$ cat config.mk
export PLATFORM = sky130hd
export DESIGN_NAME = fetch_sequencer_flat
export DESIGN_NICKNAME = d
export VERILOG_FILES = /design/src/rtl/cpu_defs.sv /design/src/rtl/fetch_sequencer_if.sv /design/src/rtl/instr_decode.sv /design/src/rtl/fetch_sequencer.sv /design/src/flat_wrapper.sv
export SDC_FILE = /design/constraint.sdc
export NUM_CORES = 1
export LEC_CHECK = 0
export CORE_UTILIZATION = 30
export DETAILED_ROUTE_END_ITERATION = 6
export GPL_TIMING_DRIVEN = 0
export HOLD_SLACK_MARGIN = 0.06
export REMOVE_ABC_BUFFERS = 1
export SLEW_MARGIN = 20
export SYNTH_ARGS = -nofsm -noshare
export SYNTH_HDL_FRONTEND = slang
export SYNTH_SLANG_ARGS = --single-unit
$ cat constraint.sdc
create_clock -name clk -period 3.8 [get_ports clk]
set_clock_uncertainty 0.15 [all_clocks]
set_input_delay 0.76 -clock clk [delete_from_list [all_inputs] [get_ports clk]]
set_output_delay 0.76 -clock clk [all_outputs]
set_load 0.02 [all_outputs]
$ cat src/rtl/cpu_defs.sv
// Shared constants for the fetch sequencer: default widths, opcodes and
// FSM state encodings.
package cpu_defs;

  localparam int AW_DEF = 6;
  localparam int IW_DEF = 12;

  typedef logic [3:0] opcode_t;

  localparam opcode_t OP_NOP  = 4'h0;
  localparam opcode_t OP_JMP  = 4'h1;
  localparam opcode_t OP_BRZ  = 4'h2;
  localparam opcode_t OP_HALT = 4'hF;

  localparam logic [2:0] S_IDLE   = 3'd0;
  localparam logic [2:0] S_INIT   = 3'd1;
  localparam logic [2:0] S_FETCH  = 3'd2;
  localparam logic [2:0] S_LATCH  = 3'd3;
  localparam logic [2:0] S_DECODE = 3'd4;
  localparam logic [2:0] S_ISSUE  = 3'd5;
  localparam logic [2:0] S_UPDATE = 3'd6;
  localparam logic [2:0] S_HALT   = 3'd7;

endpackage

$ cat src/rtl/fetch_sequencer_if.sv
// Bus bundle between the fetch sequencer and its program counter,
// instruction memory and datapath.
interface fetch_sequencer_if #(
  parameter int AW = 6,
  parameter int IW = 12
) ();

  logic [AW-1:0] pc_in;
  logic          pc_we;
  logic          pc_sel;
  logic [AW-1:0] pc_offset;
  logic [AW-1:0] imem_addr;
  logic          imem_re;
  logic [IW-1:0] imem_data;
  logic          zero_flag;
  logic          ex_valid;
  logic          ex_ready;
  logic [IW-1:0] ex_instr;

  modport master (
    input  pc_in, imem_data, zero_flag, ex_ready,
    output pc_we, pc_sel, pc_offset, imem_addr, imem_re, ex_valid, ex_instr
  );

  modport slave (
    output pc_in, imem_data, zero_flag, ex_ready,
    input  pc_we, pc_sel, pc_offset, imem_addr, imem_re, ex_valid, ex_instr
  );

endinterface

$ cat src/rtl/instr_decode.sv
// Combinational decode of opcode/imm/zero_flag into instruction class and
// the next-PC selection for the program counter.
module instr_decode
  import cpu_defs::*;
#(
  parameter int AW = AW_DEF
) (
  input  opcode_t       i_opcode,
  input  logic [5:0]    i_imm,
  input  logic          i_zero_flag,
  output logic          o_is_exec,
  output logic          o_is_halt,
  output logic          o_pc_sel,
  output logic [AW-1:0] o_pc_offset
);

  logic [AW-1:0] w_imm_ext;

  assign w_imm_ext = AW'($signed(i_imm));

  // Classify opcode and pick PC+1 or PC+1+imm
  always_comb begin
    o_is_exec   = 1'b0;
    o_is_halt   = 1'b0;
    o_pc_sel    = 1'b1;
    o_pc_offset = {AW{1'b0}};
    case (i_opcode)
      OP_NOP: o_pc_sel = 1'b1;
      OP_JMP: begin
        o_pc_sel    = 1'b0;
        o_pc_offset = w_imm_ext;
      end
      OP_BRZ: begin
        if (i_zero_flag) begin
          o_pc_sel    = 1'b0;
          o_pc_offset = w_imm_ext;
        end else begin
          o_pc_sel    = 1'b1;
        end
      end
      OP_HALT: o_is_halt = 1'b1;
      default: o_is_exec = 1'b1;
    endcase
  end

endmodule

$ cat src/rtl/fetch_sequencer.sv
// Multi-cycle fetch/decode/issue sequencer steering an external program
// counter and instruction memory.
module fetch_sequencer
  import cpu_defs::*;
#(
  parameter int AW = AW_DEF,
  parameter int IW = IW_DEF
) (
  input  logic               clk,
  input  logic               rst,
  input  logic               start,
  fetch_sequencer_if.master  bus,
  output logic               halted
);

  logic [2:0]    r_state;
  logic [IW-1:0] r_ex_instr;
  logic          r_pc_sel;
  logic [AW-1:0] r_pc_offset;

  logic          w_is_exec;
  logic          w_is_halt;
  logic          w_pc_sel;
  logic [AW-1:0] w_pc_offset;

  instr_decode #(.AW(AW)) u_decode (
    .i_opcode   (r_ex_instr[11:8]),
    .i_imm      (r_ex_instr[5:0]),
    .i_zero_flag(bus.zero_flag),
    .o_is_exec  (w_is_exec),
    .o_is_halt  (w_is_halt),
    .o_pc_sel   (w_pc_sel),
    .o_pc_offset(w_pc_offset)
  );

  // State sequencing, instruction register and next-PC selection
  always_ff @(posedge clk) begin
    if (rst) begin
      r_state     <= S_IDLE;
      r_ex_instr  <= {IW{1'b0}};
      r_pc_sel    <= 1'b0;
      r_pc_offset <= {AW{1'b0}};
    end else begin
      case (r_state)
        S_IDLE:   if (start) r_state <= S_INIT;
        S_INIT:   r_state <= S_FETCH;
        S_FETCH:  r_state <= S_LATCH;
        S_LATCH: begin
          r_ex_instr <= bus.imem_data;
          r_state    <= S_DECODE;
        end
        S_DECODE: begin
          r_pc_sel    <= w_pc_sel;
          r_pc_offset <= w_pc_offset;
          if (w_is_halt) begin
            r_ex_instr <= {IW{1'b0}};
            r_state    <= S_HALT;
          end else if (w_is_exec) begin
            r_state <= S_ISSUE;
          end else begin
            r_state <= S_UPDATE;
          end
        end
        S_ISSUE:  if (bus.ex_ready) r_state <= S_UPDATE;
        S_UPDATE: r_state <= S_FETCH;
        S_HALT:   r_state <= S_HALT;
        default:  r_state <= S_IDLE;
      endcase
    end
  end

  // The PC is written on the edge that leaves INIT/UPDATE, so address and
  // INIT offset must follow pc_in directly rather than a stale copy.
  assign bus.pc_we     = (r_state == S_INIT) || (r_state == S_UPDATE);
  assign bus.pc_sel    = (r_state == S_UPDATE) && r_pc_sel;
  assign bus.pc_offset = (r_state == S_INIT)   ? ~bus.pc_in :
                         (r_state == S_UPDATE) ? r_pc_offset : {AW{1'b0}};
  assign bus.imem_re   = (r_state == S_FETCH);
  assign bus.imem_addr = (r_state == S_FETCH) ? bus.pc_in : {AW{1'b0}};
  assign bus.ex_valid  = (r_state == S_ISSUE);
  assign bus.ex_instr  = r_ex_instr;
  assign halted        = (r_state == S_HALT);

endmodule

$ cat src/flat_wrapper.sv
// flat-port wrapper written by rule: the top's interface ports become plain ports
module fetch_sequencer_flat import cpu_defs::*;
#(
  parameter int AW = AW_DEF,
  parameter int IW = IW_DEF
)
  (clk, rst, start, halted, bus_pc_in, bus_imem_data, bus_zero_flag, bus_ex_ready, bus_pc_we, bus_pc_sel, bus_pc_offset, bus_imem_addr, bus_imem_re, bus_ex_valid, bus_ex_instr);
  fetch_sequencer_if #(.AW(AW), .IW(IW)) bus_i ();
  input  logic clk;
  input  logic rst;
  input  logic start;
  output logic halted;
  input wire logic [$bits(bus_i.pc_in)-1:0] bus_pc_in;
  input wire logic [$bits(bus_i.imem_data)-1:0] bus_imem_data;
  input wire logic [$bits(bus_i.zero_flag)-1:0] bus_zero_flag;
  input wire logic [$bits(bus_i.ex_ready)-1:0] bus_ex_ready;
  output wire logic [$bits(bus_i.pc_we)-1:0] bus_pc_we;
  output wire logic [$bits(bus_i.pc_sel)-1:0] bus_pc_sel;
  output wire logic [$bits(bus_i.pc_offset)-1:0] bus_pc_offset;
  output wire logic [$bits(bus_i.imem_addr)-1:0] bus_imem_addr;
  output wire logic [$bits(bus_i.imem_re)-1:0] bus_imem_re;
  output wire logic [$bits(bus_i.ex_valid)-1:0] bus_ex_valid;
  output wire logic [$bits(bus_i.ex_instr)-1:0] bus_ex_instr;
  assign bus_i.pc_in = bus_pc_in;
  assign bus_i.imem_data = bus_imem_data;
  assign bus_i.zero_flag = bus_zero_flag;
  assign bus_i.ex_ready = bus_ex_ready;
  assign bus_pc_we = bus_i.pc_we;
  assign bus_pc_sel = bus_i.pc_sel;
  assign bus_pc_offset = bus_i.pc_offset;
  assign bus_imem_addr = bus_i.imem_addr;
  assign bus_imem_re = bus_i.imem_re;
  assign bus_ex_valid = bus_i.ex_valid;
  assign bus_ex_instr = bus_i.ex_instr;
  fetch_sequencer #(.AW(AW), .IW(IW)) u_core (.clk(clk), .rst(rst), .start(start), .bus(bus_i), .halted(halted));
endmodule
# [Word-level counts from Yosys, hierarchy flattened]
# Cells that the tools add are included.
[totals] reg_bits=22 in_bits=23 wordCells=42
[op_classes] n_eq_ne=13 muxes=15 bitwise_logic=1 n_reduce_logical=9
[op_table] op="two-way mux 6 bit" n=4
[op_table] op="case mux 12 bit (2 select lines)" n=1
[op_table] op="case mux 3 bit (7 select lines)" n=1
[op_table] op="== test 3 bit, second input constant" n=4
[op_table] op="two-way mux 12 bit" n=1
[op_table] op="case mux 6 bit (2 select lines)" n=1
[op_table] op="two-way mux 3 bit" n=3
[op_table] op="== test 3 x 2 -> 1 bit, second input constant" n=2
[op_table] op="!= test 2 bit, second input constant" n=3
[op_table] op="NOT 6 bit" n=1
[op_table] op="== test 4 x 1 -> 1 bit, second input constant" n=1
[op_table] op="== test 4 x 2 -> 1 bit, second input constant" n=1
[op_table] op="== test 4 bit, second input constant" n=1
[op_table] op="logical NOT 4 bit" n=1
[op_table] op="AND reduction 2 bit" n=2
[op_table] op="OR reduction 4 bit" n=1
[op_table] op="== test 3 x 1 -> 1 bit, second input constant" n=1
[op_table] op="logical NOT 3 bit" n=1
[op_table] op="two-way mux 1 bit" n=2
[op_table] op="two-way mux 2 bit" n=1
[op_table] op="case mux 1 bit (2 select lines)" n=1
[op_table] op="nonzero test 2 bit" n=1
[op_table] op="OR reduction 2 bit" n=1
[op_table] op="logical AND 1 bit" n=1
[op_table] op="logical OR 1 bit" n=1

# [Depth between registers and ports, before layout]
[logic_depth] ltp_word=5 depth_mapped=5

# [Hierarchy]
# Synthesis repeated with hierarchy kept, for this count alone.
[unflattened] hier_cells=118 area_unflattened_um2=1149.9
[by_module_without_submodules] module="fetch_sequencer" n_inst=1 cells_per_inst=100 area_per_inst_um2=999.7
[by_module_without_submodules] module="instr_decode" n_inst=1 cells_per_inst=18 area_per_inst_um2=150.1

# [Least setup slack after synthesis]
# Ideal clock, no wire load.
[synth_timing] kind="flip-flop to output port" start="reg u_core.r_state[1]" end="out bus_imem_addr[0]" arrival_time_ps=1386 required_time_ps=2890 setup_slack_ps=1504 path_stages_with_launch=5 n_path_buf=2 cell_sequence="dfxtp_1 -> clkbuf_1 -> and3_1 -> clkbuf_1 -> and2_1"
[synth_between] elab_chain_cells=2
[synth_lines] item="start, declared" line="fetch_sequencer.sv:16" source="logic [2:0] r_state;"
[synth_lines] item="start signal, assigned" line="fetch_sequencer.sv:39" source="r_state <= S_IDLE;"
[synth_lines] item="start signal, assigned" line="fetch_sequencer.sv:45" source="S_IDLE: if (start) r_state <= S_INIT;"
[synth_lines] item="start signal, assigned" line="fetch_sequencer.sv:46" source="S_INIT: r_state <= S_FETCH;"
[synth_lines] item="== test 3 x 2 -> 1 bit"
[synth_lines] item="net bus_imem_re" line="flat_wrapper.sv:21" source="output wire logic [$bits(bus_i.imem_re)-1:0] bus_imem_re;"
[synth_lines] item="two-way mux 6 bit" line="fetch_sequencer.sv:79" source="assign bus.imem_addr = (r_state == S_FETCH) ? bus.pc_in : {AW{1'b0}};"
[synth_lines] item="end, declared" line="flat_wrapper.sv:20" source="output wire logic [$bits(bus_i.imem_addr)-1:0] bus_imem_addr;"
# The timed path passes the listed nets, and every way through them passes these cells.

# [Worst setup path in the final report]
[layout_timing] start="in bus_pc_in[2]" end="out bus_pc_offset[2]"
[layout_between] elab_chain_cells=2
[layout_lines] item="start, declared" line="flat_wrapper.sv:13" source="input wire logic [$bits(bus_i.pc_in)-1:0] bus_pc_in;"
[layout_lines] item="NOT 6 bit" line="fetch_sequencer.sv:76" source="assign bus.pc_offset = (r_state == S_INIT) ? ~bus.pc_in :"
[layout_lines] item="two-way mux 6 bit" line="fetch_sequencer.sv:76"
[layout_lines] item="end, declared" line="flat_wrapper.sv:19" source="output wire logic [$bits(bus_i.pc_offset)-1:0] bus_pc_offset;"
# No other way between the ends.

==> qor.yml <==
grt:
  globalRoute.totalOverflow: 0
  use_met2: 0.249
  antenna_found_initial: 0
  grt_start_max_net_pins: 29
  use_met1: 0.193
  global_route.usage.total: 0.150
  busiest_layer: "met2"
  grt_pass1_wl_um: 4810
  first_global_vias: 1054
  grt_use_met3: 0.0254
sta:
  finalHoldViolations: 0
  finalSetupViolCount: 0
  max_freq_ghz: 0.341
  period_share: 0.771
  hold_slack_ns: 0.346
  slew_headroom: 0.436
  rsz0062_at_grt: "no"
  period_minus_slack_ns: 2.93
  tns_ns: 0
  report.final.slew_viol_count: 0
  tightest_slew_ns: 0.843
place:
  port_buffers: 51
  gp_congestion: 0.776
  hpwl_um: 2090
yosys:
  synth.top_cell.area_share: 0.393
  synthCells: 132
  synth.cell_area_mm2: 0.00112
  async_flop_share: 0
  synth_area_leaders: "dfxtp_1 (39%), nand3b_1 (8.7%), nand2_1 (5.0%), o41ai_1 (4.7%), o211ai_1 (4.0%)"
  synth_common_cells: "dfxtp_1 (22), nand2_1 (15), nand3b_1 (13)"
  yosysUniqueCellTypes: 31
  ys_ff_latch: 22
  avgSynthCellArea_um2: 8.48
  synth_edf_count: 0
  yosysMostFrequentCell: "dfxtp_1"
  synth.yosys.warnings: 0
  seq_area_frac_synth: 0.393
  synthFlopType: "dfxtp_1"
  yosys.area.top_type: "dfxtp_1"
floorplanning:
  die_x_um: 63.1
  die_area_mm2: 0.00398
  start_util: 0.325
  core_mm2: 0.00344
  fp.dieH_um: 63.1
  pin_count: 52
  num_rows: 21
detailed_routing:
  drc: 0
  num_vias: 1127
  drt-total-wl_um: 2870
  wl_per_cell_um: 13.0
  ant_nets: 0
  via_per_inst: 5.12
  dr.pass1.iters: 4
  first_iter_violations: 33
setup_path:
  slowest_delay_ns: 0.64
  required_ns: 2.89
  cp-end-kind: "output port"
  r2r_setup_slack_ns: 1.98
  reg2reg_to: "u_core.bus.ex_instr[5]$_SDFFE_PP0P_"
  crit_top_cell: "clkdlybuf4s50_1"
  slowest_stage: "clkdlybuf4s50_1"
  crit_fanout: 2
  critPathLaunchType: "primary input"
  critPathKind: "primary input to output port"
  crit_path_end: "bus_pc_offset[2]"
  critPathArrivalTime_ns: 2.02
  rr_worst_depth: 3
  worstSetupStartpoint: "bus_pc_in[2]"
  path_cells: "clkdlybuf4s50_1 -> o21ai_0 -> clkdlybuf4s50_1"
clock_network:
  cts_resized: 0
  clk_latency_ns: 0.25
  cts_setup_buffers: 0
  numCtsBuffers: 3
  root_buffer: "clkbuf_8"
  clk_transition_reported_paths_ns: 0.07
  htreeDepth: 1
  clk_path_buf_depth: 2
  cts_tree: "yes"
  cts_hold_buffers: 0
  cts_sinks: 22
layout:
  multi_input_area_um2: 613
  antenna_cells: 0
  fillers: 341
  seq_area_um2: 440
  final_util: 0.486
  layout-area-overhead-vs-synth_pct: 49.5
  drive_gt1_frac: 0.0345
  final_net_count: 199
power_and_ir_drop:
  powerDensity_mw_per_mm2: 359
  leakagePower_nw: 0.558
  power_mw: 0.602
  peakVddDrop_mv: 0.141
flow_run:
  max_cap_violations: 0
run_status:
  status: "finished clean"
hold_path:
  hold_class: "flop to flop"
routing by layer:
metal	part of all wire	up-vias
li1	-	569
met1	0.49	530
met2	0.47	26
met3	0.031	2
met4	0.0087	0
met5	0	-
where the power goes:
group | total, mW | switching, mW | leakage [nW] | internal, mW
logic | 0.198 | 0.0962 | 0.359 | 0.101
clock network | 0.137 | 0.0666 | 0.0216 | 0.0705
registers | 0.267 | 0.0231 | 0.178 | 0.244
per-stage QoR:
step | cells | worst slack, ns | area, µm²
3_3_place_gp | 217 | 0.919 | 1630
6_report | 220 | 0.870 | 1670
2_1_floorplan | 120 | 1.62 | 1060
4_1_cts | 220 | 0.861 | 1670
5_1_grt | 220 | 0.685 | 1670
3_5_place_dp | 217 | 0.865 | 1630
state kept, by name, indices dropped and copies added, names as in the netlist, named ones only:
register	flops
u_core.r_state	2
u_core.bus.ex_instr	12
u_core.r_pc_offset	6
u_core.r_pc_sel	1
worst min path at each step:
stage	start	slack [ns]	to	cells after the start
global placement	u_core.bus.ex_instr[7]$_SDFFE_PP0P_	0.33	u_core.bus.ex_instr[7]$_SDFFE_PP0P_	2
detailed placement	u_core.bus.ex_instr[7]$_SDFFE_PP0P_	0.33	u_core.bus.ex_instr[7]$_SDFFE_PP0P_	2
CTS	u_core.bus.ex_instr[7]$_SDFFE_PP0P_	0.34	u_core.bus.ex_instr[7]$_SDFFE_PP0P_	2
finish	u_core.bus.ex_instr[6]$_SDFFE_PP0P_	0.35	u_core.bus.ex_instr[6]$_SDFFE_PP0P_	2
global route	u_core.bus.ex_instr[6]$_SDFFE_PP0P_	0.38	u_core.bus.ex_instr[6]$_SDFFE_PP0P_	2
floorplan	u_core.r_pc_offset[0]$_SDFFE_PP0P_	0.30	u_core.r_pc_offset[0]$_SDFFE_PP0P_	2
layout make-up:
class	count	area share
clock buffer	3	0.0247
inverter	3	0.00673
multi-input combinational	95	0.366
sequential	22	0.263
tap	46	0.0344
timing repair buffer	51	0.305
worst max-delay path, delay by kind of cell:
family	cells	cell delay [ns]
compound gates	1	0.20
buf+inv	2	1.06
layout by cell type, fill, tap and decap left out:
cell,synthesis,routed
a211oi_1,1,1
nand3b_1,13,13
xor2_1,1,1
nand4_1,1,1
a311oi_1,1,1
or2_2,1,1
clkdlybuf4s50_1,0,51
mux2_2,1,1
a221oi_1,1,1
nand2b_1,7,7
nand2_1,15,15
or3b_4,1,1
o41ai_1,6,6
o21ai_0,6,6
o211ai_1,6,6
mux2i_1,1,1
inv_1,3,3
and3b_1,2,2
and3_1,2,2
o31a_1,2,2
o31ai_1,6,6
o21bai_1,1,1
o32ai_1,1,1
nor2_1,4,4
clkbuf_8,0,3
and2_1,7,7
nor2b_1,1,1
a21oi_1,7,7
dfxtp_1,22,22
cell families after synthesis:
family / after synthesis / share of synthesized area
muxes: 2 / 0.0190
AOI/OAI and AO/OA: 38 / 0.238
and+or+nand+nor: 54 / 0.283
DFF: 22 / 0.393
xor gates and xnor gates: 1 / 0.00782
buffers and inverters: 15 / 0.0592
Note: power is estimated with default switching activity, not from simulation.
